**config.mk**
```make
export PLATFORM = sky130hd
export DESIGN_NAME = instr_fetch_queue
export DESIGN_NICKNAME = d
export VERILOG_FILES = /design/src/rtl/instr_fetch_queue.sv
export SDC_FILE = /design/constraint.sdc
export NUM_CORES = 1
export LEC_CHECK = 0
export CAP_MARGIN = 20
export CELL_PAD_IN_SITES_DETAIL_PLACEMENT = 1
export CELL_PAD_IN_SITES_GLOBAL_PLACEMENT = 1
export CORE_MARGIN = 4
export CORE_UTILIZATION = 45
export DETAILED_ROUTE_END_ITERATION = 6
export PLACE_DENSITY_LB_ADDON = 0.1
export SYNTH_ARGS = -nofsm -noshare
export SYNTH_HDL_FRONTEND = slang
export SYNTH_SLANG_ARGS = --single-unit
```
**constraint.sdc**
```tcl
create_clock -name clk -period 5.53 [get_ports clk]
set_clock_uncertainty 0.2 [all_clocks]
set_input_delay 0.8295 -clock clk [delete_from_list [all_inputs] [get_ports clk]]
set_output_delay 0.8295 -clock clk [all_outputs]
set_load 0.01 [all_outputs]
```
**src/rtl/instr_fetch_queue.sv**
```systemverilog
// instr_fetch_queue: RV32 fetch PC, 1-cycle imem requests and FWFT decode queue; IFETCH_MISALIGN_CHECK_EN adds misaligned-redirect fault
module instr_fetch_queue #(
    parameter logic [31:0] RESET_PC = 32'h0000_0000,
    parameter int          DEPTH    = 4
) (
    input  logic                   clk,
    input  logic                   rst,
    output logic                   imem_req,
    output logic [31:0]            imem_addr,
    input  logic [31:0]            imem_out,
    input  logic                   redirect_valid,
    input  logic [31:0]            redirect_pc,
    output logic                   dec_valid,
    input  logic                   dec_ready,
    output logic [31:0]            dec_instr,
    output logic [31:0]            dec_pc,
    output logic [$clog2(DEPTH):0] fifo_count,
    output logic                   fetch_fault
);
    localparam int AW = $clog2(DEPTH);
    localparam int CW = AW + 1;
    localparam logic [CW:0] DEPTH_W = (CW+1)'(DEPTH);

    logic [31:0]   fetch_pc_q, req_pc_q;
    logic          inflight_q;
    logic [AW-1:0] rd_q, wr_q;
    logic [CW-1:0] count_q, count_d;
    logic [31:0]   pc_mem [DEPTH];
    logic [31:0]   instr_mem [DEPTH];
    logic          pop, fault_hold;
    logic [CW:0]   occ;

    always_comb begin
        pop       = dec_valid & dec_ready;
        occ       = {1'b0, count_q} + (CW+1)'(inflight_q) - (CW+1)'(pop);
        imem_req  = !rst & !redirect_valid & !fault_hold & (occ < DEPTH_W);
        count_d   = count_q + CW'(inflight_q) - CW'(pop);
        dec_valid = count_q != '0;
        dec_instr = dec_valid ? instr_mem[rd_q] : 32'h0;
        dec_pc    = dec_valid ? pc_mem[rd_q] : 32'h0;
    end

    assign imem_addr  = fetch_pc_q;
    assign fifo_count = count_q;

    // Credit check above means a returning response always has a free slot
    always_ff @(posedge clk) begin
        if (rst) begin
            fetch_pc_q <= RESET_PC;
            inflight_q <= 1'b0;
            rd_q       <= '0;
            wr_q       <= '0;
            count_q    <= '0;
        end else if (redirect_valid) begin
            fetch_pc_q <= {redirect_pc[31:2], 2'b00};
            inflight_q <= 1'b0;
            rd_q       <= '0;
            wr_q       <= '0;
            count_q    <= '0;
        end else begin
            inflight_q <= imem_req;
            if (imem_req) begin
                fetch_pc_q <= fetch_pc_q + 32'd4;
                req_pc_q   <= fetch_pc_q;
            end
            if (inflight_q) begin
                pc_mem[wr_q]    <= req_pc_q;
                instr_mem[wr_q] <= imem_out;
                wr_q            <= wr_q + AW'(1);
            end
            if (pop) rd_q <= rd_q + AW'(1);
            count_q <= count_d;
        end
    end

`ifdef IFETCH_MISALIGN_CHECK_EN
    logic fault_q;
    always_ff @(posedge clk) begin
        if (rst) fault_q <= 1'b0;
        else if (redirect_valid) fault_q <= redirect_pc[1:0] != 2'b00;
    end
    assign fault_hold  = fault_q;
    assign fetch_fault = fault_q;
`else
    logic unused_low_bits;
    assign unused_low_bits = ^redirect_pc[1:0];
    assign fault_hold      = 1'b0;
    assign fetch_fault     = 1'b0;
`endif
endmodule

```
==> results of run 1 <==
final cells by class:
class / count / area [sq um] / share of cell area (%)
clock inverter: 10 / 90.1 / 0.575
multi-input combinational: 349 / 3280 / 20.9
inverter: 17 / 63.8 / 0.408
timing repair buffer: 170 / 1680 / 10.7
clock buffer: 51 / 915 / 5.84
sequential: 318 / 9160 / 58.5
tap: 378 / 473 / 3.02
how the worst max path moves through the flow:
stage	from	to	slack, ps	cells past startpoint
3_5_place_dp	dec_ready	imem_req	670	12
4_1_cts	fifo_count[1]	imem_req	530	12
6_report	fifo_count[1]	imem_req	580	12
5_1_grt	fifo_count[1]	imem_req	310	12
3_3_place_gp	dec_ready	imem_req	700	12
2_1_floorplan	fifo_count[1]	imem_req	1100	13
cells by family (layout without fill, tap and decap cells):
kind of cell / Yosys count / in the layout
adder cells (fa/ha/maj): 10 / 10
XOR/XNOR: 9 / 9
AO/OA/AOI/OAI: 67 / 67
AND/OR/NAND/NOR: 191 / 191
multiplexers: 67 / 67
buffers and inverters: 56 / 248
other: 1 / 5
flip-flops: 318 / 318
power breakdown:
part	leakage, uW	internal (uW)	switching [uW]
sequential	0.00285	2710	84.4
combinational	0.00162	288	275
clock	0.000486	1200	868
worst max-delay path, delay by kind of cell, from the launching register on:
family,cells,cell delay [ps]
and+or+nand+nor,3,810
DFF,1,370
xor gates and xnor gates,1,200
adders and majority gates,3,840
AOI/OAI and AO/OA,1,440
buffers and inverters,4,760
cell usage after synthesis (4+ instances only):
library cell | instances | share of area, %
buf_4 | 5 | 0.30
buf_2 | 8 | 0.32
a31oi_1 | 12 | 0.59
xnor2_1 | 5 | 0.35
clkbuf_1 | 20 | 0.59
nand3_1 | 17 | 0.67
and3_1 | 8 | 0.40
and4_1 | 5 | 0.35
nand2_1 | 34 | 1.0
o21ai_0 | 7 | 0.28
buf_1 | 4 | 0.12
inv_1 | 14 | 0.42
nor2_1 | 18 | 0.53
and2_1 | 66 | 3.3
o311ai_0 | 7 | 0.48
ha_1 | 9 | 0.89
or3_1 | 7 | 0.35
dfxtp_1 | 40 | 6.3
mux4_2 | 62 | 11
or4_1 | 8 | 0.48
nor4_1 | 7 | 0.35
a21oi_1 | 7 | 0.28
nand4_1 | 11 | 0.54
edfxtp_1 | 278 | 66
xor2_1 | 4 | 0.28
through the flow:
step | hold slack, ps | instances | power, uW | cell area, sq um
final | 293 | 1293 | 5420 | 15700
after global routing | 306 | 1293 | 5650 | 15700
after CTS | 301 | 1293 | 5490 | 15700
after detailed placement | 295 | 1232 | 3420 | 14700
after global placement | 265 | 1232 | 3390 | 14700
after floorplan | 259 | 723 | 3090 | 12700
state kept, by name, indices dropped and copies added (netlist names), named ones only:
register and count:
pc_mem 120, wr_q 2, rd_q 2, inflight_q 1, req_pc_q 30, fifo_count 3
instr_mem 128, imem_addr 30
per-layer routing:
layer	GRT usage, %	vias to the layer above	share of wire (%)
li1	-	3206	-
met1	25.4	3688	42
met2	32.4	220	50
met5	0	-	0
met4	4.91	0	1.7
met3	3.90	38	5.8
==> results.md, run 1 <==
* Cells after Synth at 719
* Max frequency at 0.202 GHz
* Top_reg_cell synth: edfxtp_1
* Port Buffer Count at 162
* Worst path cell trace: or3_2 > and2_1 > ha_1 > inv_1 > ha_1 > inv_1 > fa_1 > xnor2_1 > a2111oi_4 > nor2_2 > inv_2 > clkdlybuf4s50_1
* Global-route wire length before repair at 45.8 mm
* DR vias/cell at 5.53
* Post-route setup TNS at 0 ps
* Dpl ws at 668 ps
* VDD IR-drop max at 0.000206 V
* Smallest setup slack after layout at 577 ps
* Drt pass-1 iters at 4
* Clock buffer depth at 3
* Overflow left after global routing at 0
* Cts repair resizes at 0
* Worst R2R End: imem_addr[9]
* WL final at 29.1 mm
* Post-layout util at 56.4%
* Pin count of the biggest net entering global routing at 64
* Worst skew pair latency at 500 ps
* Clock sink count at 318
* H-tree Lvls at 2
* Largest family of logic cells by synthesized area: multiplexers
* Drt wl/cell at 22.5 um
* Post-CTS Hold Fix Bufs at 0
* Fin crit period at 4950 ps
* R2r setup slk at 1200 ps
* Post-synth cell types at 62
* RSZ-0062 raised after global routing: no
* Initial antenna violation count at 0
* Die boundary height at 176 um
* Nets at 968
* CP startpoint kind: register
* Xor and xnor area share after synthesis at 0.623%
* Max Slew Vio Count at 0
* Post-Synth Simple-Gate Area at 8.45%
* Critical-path top delay cell: clkdlybuf4s50_1
* Residual DRC at 0
* Post-synthesis sequential area ratio at 72.4%
* Critical path arrival at 3920 ps
* Post-synthesis mux area share at 11.5%
* Most common cell after layout, fill and taps aside: edfxtp_1
* Least-Margin Pin Slew at 1030 ps
* Worst min path class: register to register
* Post-synth EDFFs at 278
* Rel. slew slack at 31.5%
* Share of cells above drive strength 1 at 13.9%
* Routed Antenna Nets at 0
* Seq cells post-synth at 318
* Crit Path Max Fanout at 5
* Core area at 27,800 sq um
* Final Hold Fails at 0
* Worst Hold Endpoint: pc_mem[2][9]
* Synthesized area at 12,600 sq um
* DR iter-0 viols at 363
* Status: completed
* YS warnings at 0
* Chip Width at 176 um
* Most frequent cells in the layout: edfxtp_1 (278), clkdlybuf4s50_1 (162), and2_1 (66), mux4_2 (62), dfxtp_1 (38)
* Final setup viols at 0
* DP Wirelength at 17.5 mm
* Syn avg cell area at 17.6 sq um
* Leak at 0.00496 uW
* Max-cap violations at 0
* I/O pins at 170
* Crit Reg-Reg Startpoint: fifo_count[1]
* Number of global-route vias before repair at 7,947
* Root buffer cell: clkbuf_16
* RD Place Congestion at 0.837
* Setup Crit Path Kind: register to primary output
* Worst Hold Launch: req_pc_q[9]
* TritonCTS clock tree: done
* Reg2reg path depth at 14
* Area growth syn-to-layout at 23.8%
* Filler instances at 2,627
* CP max stage delay at 540 ps
* Die ar. at 30,800 sq um
* Row Count at 61
* WHS Path Cells at 0
* Worst EP required at 4500 ps
* Post CTS Setup Buffer Count at 0
* Synth Area in Compound Gates at 4.02%
* CTS Buf Count at 34
* Initial core utilization at 45.5%
* Power per cell area at 346 nW/um^2
* Crit share post-route at 89.6%
* Via count at 7,152
* N_diodes at 0
* Post-synthesis async set-or-reset flop share at 0%
* Adder-cell share of the synthesized area at 1.05%
* Reg clk slew, reported paths at 60 ps
* Worst setup EP type: primary output
* Gr usage total at 19.0%
Power figures use the tool's default switching activity.
==> run 2: changes to the inputs <==
--- a/config.mk
+++ b/config.mk
@@ -5,9 +5,10 @@
 export SDC_FILE = /design/constraint.sdc
 export NUM_CORES = 1
 export LEC_CHECK = 0
-export CAP_MARGIN = 20
+export CAP_MARGIN = 10
 export CELL_PAD_IN_SITES_DETAIL_PLACEMENT = 1
 export CELL_PAD_IN_SITES_GLOBAL_PLACEMENT = 1
+export CORE_ASPECT_RATIO = 1.75
 export CORE_MARGIN = 4
 export CORE_UTILIZATION = 45
 export DETAILED_ROUTE_END_ITERATION = 6
==> run 2 against run 1 <==
Effect of this change: worst setup slack lost 16 ps; power grew 1.4%; design area grew 0.63%; core utilization grew 0.88 points; highest routed layer unchanged; clock-buffer cell count shrank 14; non-clock buffer count grew 7; fmax shrank 0.32%; largest cell class unchanged; first-iteration DRC count grew 0.83%.
==> results.md, run 2 (synthesis results as in run 1) <==
* Worst setup EP type: primary output (unchanged)
* Area growth syn-to-layout at 24.6% (was 23.8%)
* Most frequent cells in the layout: edfxtp_1 (278), clkdlybuf4s50_1 (162), and2_1 (66), mux4_2 (62), dfxtp_1 (38) (unchanged)
* Residual DRC at 0 (unchanged)
* Global-route wire length before repair at 45.7 mm (was 45.8 mm)
* Final total power at 5500 uW (was 5420 uW)
* Initial antenna violation count at 0 (unchanged)
* Reg clk slew, reported paths at 70 ps (was 60 ps)
* Die boundary height at 230 um (was 176 um)
* TritonCTS clock tree: done (unchanged)
* DP Wirelength at 19.0 mm (was 17.5 mm)
* Crit Path Max Fanout at 6 (was 5)
* Via count at 7,101 (was 7,152)
* Worst EP required at 4500 ps (about the same)
* Rel. slew slack at 34.4% (was 31.5%)
* VDD IR-drop max at 0.000215 V (was 0.000206 V)
* WL final at 29.0 mm (was 29.1 mm)
* Crit share post-route at 89.9% (was 89.6%)
* Cell total after placement at 1,230 (was 1,232)
* H-tree Lvls at 1 (was 2)
* Post-Layout Cell Count at 1,282 (was 1,293)
* RD Place Congestion at 0.864 (was 0.837)
* Routed Antenna Nets at 0 (unchanged)
* Clock sink count at 318 (unchanged)
* N_diodes at 0 (unchanged)
* Core area at 27,500 sq um (was 27,800 sq um)
* Final Hold Fails at 0 (unchanged)
* Die ar. at 30,900 sq um (was 30,800 sq um)
* Critical path arrival at 3940 ps (was 3920 ps)
* Drt wl/cell at 22.6 um (was 22.5 um)
* Max-cap violations at 0 (unchanged)
* I/O pins at 170 (unchanged)
* Port Buffer Count at 162 (unchanged)
* Share of cells above drive strength 1 at 15.3% (was 13.9%)
* DR vias/cell at 5.54 (was 5.53)
* Final std cell area, no fill at 15,800 sq um (was 15,700 sq um)
* Largest register FFs at 128 (unchanged)
* Biggest regs: instr_mem: 128 flops, pc_mem: 120 flops (unchanged)
* Worst min path class: register to register (unchanged)
* Post CTS Setup Buffer Count at 0 (unchanged)
* Setup Crit Path Kind: register to primary output (unchanged)
* Number of global-route vias before repair at 8,025 (was 7,947)
* R2r setup slk at 1280 ps (was 1200 ps)
* Initial core utilization at 45.9% (was 45.5%)
* Nets at 969 (was 968)
* Gr usage total at 18.9% (was 19.0%)
* Fin crit period at 4970 ps (was 4950 ps)
* Post-route setup TNS at 0 ps (unchanged)
* Power per cell area at 349 nW/um^2 (was 346 nW/um^2)
* Row Count at 80 (was 61)
* Chip Width at 135 um (was 176 um)
* Most flop-heavy register: instr_mem (unchanged)
* Max Slew Vio Count at 0 (unchanged)
* Status: completed (unchanged)
* Clock buffer depth at 3 (unchanged)
* Most common cell after layout, fill and taps aside: edfxtp_1 (unchanged)
* RSZ-0062 raised after global routing: no (unchanged)
* Leak at 0.00502 uW (was 0.00496 uW)
* Hold WS at 300 ps (was 293 ps)
* Pin count of the biggest net entering global routing at 64 (unchanged)
* Placed inst area at 14,700 sq um (about the same)
* Drt pass-1 iters at 4 (unchanged)
* Root buffer cell: clkbuf_16 (unchanged)
* Overflow left after global routing at 0 (unchanged)
* CP startpoint kind: register (unchanged)
* DR iter-0 viols at 366 (was 363)
* Worst skew pair latency at 540 ps (was 500 ps)
* Least-Margin Pin Slew at 984 ps (was 1030 ps)
* CTS Buf Count at 28 (was 34)
* Final setup viols at 0 (unchanged)
* Post-CTS Hold Fix Bufs at 0 (unchanged)
* Max frequency at 0.201 GHz (was 0.202 GHz)
* Cts repair resizes at 0 (unchanged)
==> run 2: cell type report <==
type,instances,area [sq um]
Clock buffer,37,806
Clock inverter,15,234
Fill cell,2510,11800
Timing Repair Buffer,177,1770
Sequential cell,318,9160
Multi-Input combinational cell,349,3260
Inverter,17,63.8
Tap cell,369,462
==> run 2: metrics by stage <==
stage                     worst slack [ps]  util (%)
after floorplan                       1100         -
after global placement                 812      53.5
after detailed placement               751      53.5
after CTS                              507      57.2
after global routing                   358      57.2
final                                  561      57.2
==> run 2: final timing paths <==
check	cells past startpoint	startpoint	endpoint
max	12	fifo_count[2]	imem_req
min	0	req_pc_q[28]	pc_mem[0][28]
max reg2reg	14	fifo_count[2]	imem_addr[9]
min reg2reg	0	req_pc_q[28]	pc_mem[0][28]
==> run 2: metal layers <==
| metal | up-vias | part of all wire [%] | global-route usage (%) |
|---|---|---|---|
| met1 | 3667 | 38 | 22.2 |
| met2 | 194 | 55 | 35.0 |
| met4 | 0 | 2.8 | 6.24 |
| met5 | - | 0 | 0 |
| met3 | 47 | 4.1 | 2.84 |
| li1 | 3193 | - | - |
==> run 2: critical path, stage by stage, from the launching register on <==
cell and delay [ps]:
dfxtp_1 390, or3_2 490, and2_1 220, ha_1 280, inv_1 70, ha_1 160, inv_1 60, fa_1 410
xnor2_1 200, a2111oi_4 440, nor2_2 100, inv_2 70, clkdlybuf4s50_1 530
==> run 2: where the power goes <==
| part | total [uW] | internal (uW) | switching [uW] |
|---|---|---|---|
| registers | 2790 | 2710 | 82.4 |
| logic | 557 | 291 | 266 |
| clock network | 2150 | 1310 | 845 |
| total | 5500 | 4310 | 1190 |
